<file path="config.mk">
export PLATFORM = sky130hd
export DESIGN_NAME = dac_cal_sequencer
export DESIGN_NICKNAME = d
export VERILOG_FILES = /design/src/rtl/dac_cal_sequencer.sv
export SDC_FILE = /design/constraint.sdc
export NUM_CORES = 1
export LEC_CHECK = 0
export CORE_ASPECT_RATIO = 1.75
export CORE_MARGIN = 10
export CORE_UTILIZATION = 45
export CTS_BUF_LIST = sky130_fd_sc_hd__clkbuf_4
export DETAILED_ROUTE_END_ITERATION = 10
export HOLD_SLACK_MARGIN = 0.15
export PLACE_DENSITY_LB_ADDON = 0.1
export SYNTH_ARGS = -nofsm -noshare
export SYNTH_HDL_FRONTEND = slang
export SYNTH_SLANG_ARGS = --single-unit
</file>
<file path="constraint.sdc">
create_clock -name clk_256fs -period 8.5 [get_ports clk_256fs]
set_input_delay 1.7 -clock clk_256fs [delete_from_list [all_inputs] [get_ports clk_256fs]]
set_output_delay 1.7 -clock clk_256fs [all_outputs]
set_load 0.01 [all_outputs]
</file>
<file path="src/rtl/dac_cal_sequencer.sv">
// Calibration sweep controller: steps a forced DAC setpoint, waits for settling,
// then averages one ADC channel and reports one mean per setpoint.
module dac_cal_sequencer #(
    parameter int unsigned W              = 16,
    parameter int unsigned N_STEPS        = 4,
    parameter int unsigned SETTLE_SAMPLES = 64,
    parameter int unsigned AVG_LOG2       = 6
) (
    input  logic                clk_256fs,
    input  logic                rst,
    input  logic                start,
    input  logic                abort,
    input  logic                sample_strobe,
    input  logic signed [W-1:0] setpoint_base,
    input  logic signed [W-1:0] setpoint_step,
    input  logic [1:0]          adc_sel,
    input  logic signed [W-1:0] sample_adc0,
    input  logic signed [W-1:0] sample_adc1,
    input  logic signed [W-1:0] sample_adc2,
    input  logic signed [W-1:0] sample_adc3,
    output logic signed [W-1:0] force_dac_output,
    output logic                busy,
    output logic                result_valid,
    output logic [7:0]          result_index,
    output logic signed [W-1:0] result_mean,
    output logic                done
);

    localparam int unsigned ACC_W  = W + AVG_LOG2;
    localparam int unsigned SET_CW = (SETTLE_SAMPLES > 1) ? $clog2(SETTLE_SAMPLES) : 1;
    localparam int unsigned AVG_CW = (AVG_LOG2 > 0) ? AVG_LOG2 : 1;

    localparam logic [SET_CW-1:0] SETTLE_LAST = SET_CW'(SETTLE_SAMPLES - 1);
    localparam logic [AVG_CW-1:0] AVG_LAST    = AVG_CW'((1 << AVG_LOG2) - 1);
    localparam logic [7:0]        LAST_IDX    = 8'(N_STEPS - 1);

    localparam logic [2:0] StIdle   = 3'd0;
    localparam logic [2:0] StSettle = 3'd1;
    localparam logic [2:0] StAccum  = 3'd2;
    localparam logic [2:0] StReport = 3'd3;
    localparam logic [2:0] StFinish = 3'd4;

    logic [2:0]              state_q, state_d;
    logic [7:0]              idx_q, idx_d;
    logic [SET_CW-1:0]       set_cnt_q, set_cnt_d;
    logic [AVG_CW-1:0]       avg_cnt_q, avg_cnt_d;
    logic signed [ACC_W-1:0] acc_q, acc_d;
    logic signed [ACC_W-1:0] acc_sum;
    logic signed [W-1:0]     sp_q, sp_d;
    logic signed [W-1:0]     sp_next;
    logic signed [W-1:0]     step_q, step_d;
    logic [1:0]              sel_q, sel_d;
    logic signed [W-1:0]     force_q, force_d;
    logic signed [W-1:0]     mean_q, mean_d;
    logic [7:0]              rindex_q, rindex_d;
    logic signed [W-1:0]     sel_sample;

    // Sum in W+1 bits and clamp to the W-bit signed range.
    function automatic logic signed [W-1:0] sat_add(input logic signed [W-1:0] a,
                                                    input logic signed [W-1:0] b);
        logic [W:0] sum;
        sum = {a[W-1], a} + {b[W-1], b};
        if (sum[W] != sum[W-1]) begin
            sat_add = sum[W] ? {1'b1, {(W-1){1'b0}}} : {1'b0, {(W-1){1'b1}}};
        end else begin
            sat_add = sum[W-1:0];
        end
    endfunction

    // A zero on the DAC override means "not forcing", so a zero setpoint is nudged to +1.
    function automatic logic signed [W-1:0] drive_val(input logic signed [W-1:0] sp);
        drive_val = (sp == '0) ? W'(1) : sp;
    endfunction

    always_comb begin
        sel_sample = sample_adc0;
        case (sel_q)
            2'd0:    sel_sample = sample_adc0;
            2'd1:    sel_sample = sample_adc1;
            2'd2:    sel_sample = sample_adc2;
            default: sel_sample = sample_adc3;
        endcase
    end

    assign acc_sum = acc_q + ACC_W'(sel_sample);
    assign sp_next = sat_add(sp_q, step_q);

    always_comb begin
        state_d   = state_q;
        idx_d     = idx_q;
        set_cnt_d = set_cnt_q;
        avg_cnt_d = avg_cnt_q;
        acc_d     = acc_q;
        sp_d      = sp_q;
        step_d    = step_q;
        sel_d     = sel_q;
        force_d   = force_q;
        mean_d    = mean_q;
        rindex_d  = rindex_q;

        if (abort) begin
            state_d   = StIdle;
            force_d   = '0;
            set_cnt_d = '0;
            avg_cnt_d = '0;
        end else begin
            case (state_q)
                StIdle: begin
                    if (start) begin
                        step_d    = setpoint_step;
                        sel_d     = adc_sel;
                        sp_d      = setpoint_base;
                        force_d   = drive_val(setpoint_base);
                        idx_d     = '0;
                        set_cnt_d = '0;
                        state_d   = StSettle;
                    end
                end
                StSettle: begin
                    if (sample_strobe) begin
                        if (set_cnt_q == SETTLE_LAST) begin
                            set_cnt_d = '0;
                            avg_cnt_d = '0;
                            acc_d     = '0;
                            state_d   = StAccum;
                        end else begin
                            set_cnt_d = set_cnt_q + SET_CW'(1);
                        end
                    end
                end
                StAccum: begin
                    if (sample_strobe) begin
                        acc_d = acc_sum;
                        if (avg_cnt_q == AVG_LAST) begin
                            // Dropping the low bits is an arithmetic shift (floor).
                            mean_d    = acc_sum[ACC_W-1:AVG_LOG2];
                            rindex_d  = idx_q;
                            avg_cnt_d = '0;
                            state_d   = StReport;
                        end else begin
                            avg_cnt_d = avg_cnt_q + AVG_CW'(1);
                        end
                    end
                end
                StReport: begin
                    if (idx_q == LAST_IDX) begin
                        state_d = StFinish;
                    end else begin
                        idx_d   = idx_q + 8'd1;
                        sp_d    = sp_next;
                        force_d = drive_val(sp_next);
                        state_d = StSettle;
                    end
                end
                StFinish: begin
                    force_d = '0;
                    state_d = StIdle;
                end
                default: begin
                    force_d = '0;
                    state_d = StIdle;
                end
            endcase
        end
    end

    always_ff @(posedge clk_256fs or posedge rst) begin
        if (rst) begin
            state_q   <= StIdle;
            idx_q     <= '0;
            set_cnt_q <= '0;
            avg_cnt_q <= '0;
            acc_q     <= '0;
            sp_q      <= '0;
            step_q    <= '0;
            sel_q     <= '0;
            force_q   <= '0;
            mean_q    <= '0;
            rindex_q  <= '0;
        end else begin
            state_q   <= state_d;
            idx_q     <= idx_d;
            set_cnt_q <= set_cnt_d;
            avg_cnt_q <= avg_cnt_d;
            acc_q     <= acc_d;
            sp_q      <= sp_d;
            step_q    <= step_d;
            sel_q     <= sel_d;
            force_q   <= force_d;
            mean_q    <= mean_d;
            rindex_q  <= rindex_d;
        end
    end

    // Status pulses decode straight from state so reset clears them without a clock.
    assign busy             = (state_q != StIdle);
    assign result_valid     = (state_q == StReport);
    assign done             = (state_q == StFinish);
    assign force_dac_output = force_q;
    assign result_mean      = mean_q;
    assign result_index     = rindex_q;

endmodule

</file>
==> summary.txt <==
Clk network pwr share = 29.5%
Met3 wire length = 1110 µm
DR vias = 5921
Layout cells sized above 1 = 12.7%
Die area = 0.0213 mm²
Post-route DRC = 0
Sink Count = 119
Logic pwr share = 33.2%
Final setup violation count = 0
Die Height = 186 µm
Area post-placement = 0.00870 mm²
Rows = 60
Final ANT Viol Nets = 0
Mapped Area = 0.00705 mm²
Status = complete, no violations
PortBufs = 145
Max Clk Rate = 0.218 GHz
Worst min path class = register to register
Final Cycle Share = 53.9%
Final Hold Viols = 0
Top-count cell post-synth = dfrtp_1
Design area = 0.00906 mm²
Post-synthesis async set-or-reset flop share = 100%
Seq cells post-synth = 119
Worst Setup Start Kind = primary input
Wire length per cell = 19.2 µm
Worst slew pin tran = 1.08 ns
First-pass GRT wire length = 32000 µm
DR iter-0 viols = 205
Initial Util = 45.8%
Post-CTS Setup Inserts = 0
Clock tree buffer depth = 2
Total CTS buffers = 17
CP max FO = 4
Number of I/O pins = 146
Clk root buf = clkbuf_4
Uppermost layer routed = met4
Predominant post-synthesis flop cell = dfrtp_1
Post-synth top area cell = dfrtp_1
Skew-Pair Late Insertion Delay = 0.54 ns
Sw frac = 33.8%
Initial antenna violation count = 1
Synth top cells by count = 119 x dfrtp_1, 82 x nand2_1, 53 x o21ai_0
Vias/cell = 5.72
Number of global-route vias before repair = 6342
Synth Warn # = 0
Sequential power share = 37.3%
Post-synth EDFFs = 0
Detailed placement HPWL = 15500 µm
Top cells by area, synth = dfrtp_1 42%, ha_1 7.1%, mux2_2 6.4%
P_int = 1.13 mW
Cell variety after synth = 62
Core area = 0.0154 mm²
Total negative slack = 0 ns
Worst setup EP type = register
Yosys top cell area share = 42.3%
Seq/Total Area, Yosys = 42.3%
Post-CTS Resized = 0
VDD IR max = 0.115 mV
Area growth, synth to finish = 28.5%
Synth Instances = 688
Final Skew = 0.0232 ns
RSZ-0062 raised after global routing = no
PwrDens = 189 mW/mm²
Min Hold Slack = 0.489 ns
GRT Overall Usage = 18.8%
Max_cap viols = 0
Grt ovf = 0
Arrival @ worst endpoint = 5.00 ns
Router iterations before antenna repair = 4
Max Transition Viols Final = 0
Clock transition at path regs = 0.13 ns
Pin count of the biggest net entering global routing = 82
Die Wd = 115 µm
Post-route minimum period = 4.58 ns
Syn nets = 833
Leakage power = 4.12 nW
Gpl congestion = 0.891
Metal-1 WL = 7520 µm
Total wire length = 19800 µm
Htree depth = 4
Syn avg cell area = 10.2 µm²
Max_slew headroom = 28.1%
Metal2 WL = 10600 µm
Critical path type = primary input to register
Switching power = 0.577 mW
TritonCTS clock tree = yes
Layout Nets = 980
Worst EP required = 8.92 ns
Hold Buf Count CTS = 0
[state kept, by name, indices dropped and copies added (netlist names), 6 cells and up]
register and count:
force_dac_output 16, acc_q 22, set_cnt_q 6, step_q 16
avg_cnt_q 6, result_mean 16, idx_q 8, sp_q 16
result_index 8
[routing by layer]
layer | up-vias | track usage (%)
li1 | 2824 | -
met1 | 2884 | 19.1
met2 | 179 | 34.9
met3 | 34 | 4.67
met4 | 0 | 7.90
met5 | - | 0
[cell families (layout without fill, tap and decap cells)]
group / count (synthesis) / count (layout) / synth area share, %
and+or+nand+nor: 204 / 204 / 13.6
buffers and inverters: 45 / 205 / 2.43
muxes: 58 / 58 / 11.8
xor gates and xnor gates: 40 / 40 / 4.97
other: 0 / 1 / 0
adders and majority gates: 49 / 49 / 8.66
DFF: 119 / 119 / 42.3
AOI/OAI and AO/OA: 173 / 173 / 16.3
[worst paths after layout]
kind,from,end,slack (ns),cells past startpoint
min reg2reg,force_dac_output[6],force_dac_output[6],0.49,2
min in group asynchronous,rst,avg_cnt_q[5],1.53,2
min,force_dac_output[6],force_dac_output[6],0.49,2
max,sample_adc3[2],acc_q[21],3.92,12
max reg2reg,sel_q[0],acc_q[21],4.34,11
max in group asynchronous,rst,acc_q[17],5.53,3
[worst max-delay path, stage by stage]
cell             delay, ns
clkdlybuf4s50_1       0.40
mux4_2                0.49
ha_1                  0.35
and3_1                0.21
a2111oi_2             0.53
a21o_1                0.23
a21o_1                0.14
a311oi_1              0.12
a211oi_1              0.28
xnor2_1               0.22
nor2_1                0.08
a221o_1               0.26
[power by group through the flow]
stage	Sequential (mW)	Clock (mW)	Combinational, mW
finish	0.638	0.503	0.567
detailed placement	0.651	0	0.561
global placement	0.649	0	0.553
floorplan	0.629	0	0.416
CTS	0.640	0.516	0.565
global route	0.645	0.539	0.624
[area by class of cell]
class	count	area (µm²)
fillers	1339	6330
clock inverters	15	225
diodes	1	2.50
repair buffers	151	1500
clock buffers	17	128
inverters	22	85.1
flip-flops and latches	119	2980
multi-input cells	524	3910
well taps	186	233
[cell usage in the layout, fill, tap and decap left out, types with 10 or more instances in the layout]
| cell type | Yosys | routed |
|---|---|---|
| nor2_1 | 41 | 41 |
| nor3_1 | 11 | 11 |
| mux2_2 | 40 | 40 |
| nand3_1 | 14 | 14 |
| clkbuf_4 | 0 | 17 |
| ha_1 | 40 | 40 |
| xor2_1 | 17 | 17 |
| dfrtp_1 | 119 | 119 |
| inv_1 | 22 | 21 |
| nand2b_1 | 10 | 10 |
| a22o_1 | 16 | 16 |
| xnor2_1 | 23 | 23 |
| a21oi_1 | 39 | 39 |
| mux4_2 | 16 | 16 |
| a21o_1 | 14 | 14 |
| nand2_1 | 82 | 82 |
| clkdlybuf4s50_1 | 0 | 145 |
| o21ai_0 | 53 | 53 |
[per-stage QoR]
step                util (%)  setup slack [ns]  cells  power (mW)
CTS                     58.8              3.94   1034        1.72
global placement        56.5              3.46   1002        1.20
floorplan                  -              3.64    688        1.04
global route            58.8              3.72   1035        1.81
detailed placement      56.5              3.36   1002        1.21
finish                  58.8              3.92   1035        1.71
Power figures use the tool's default switching activity.
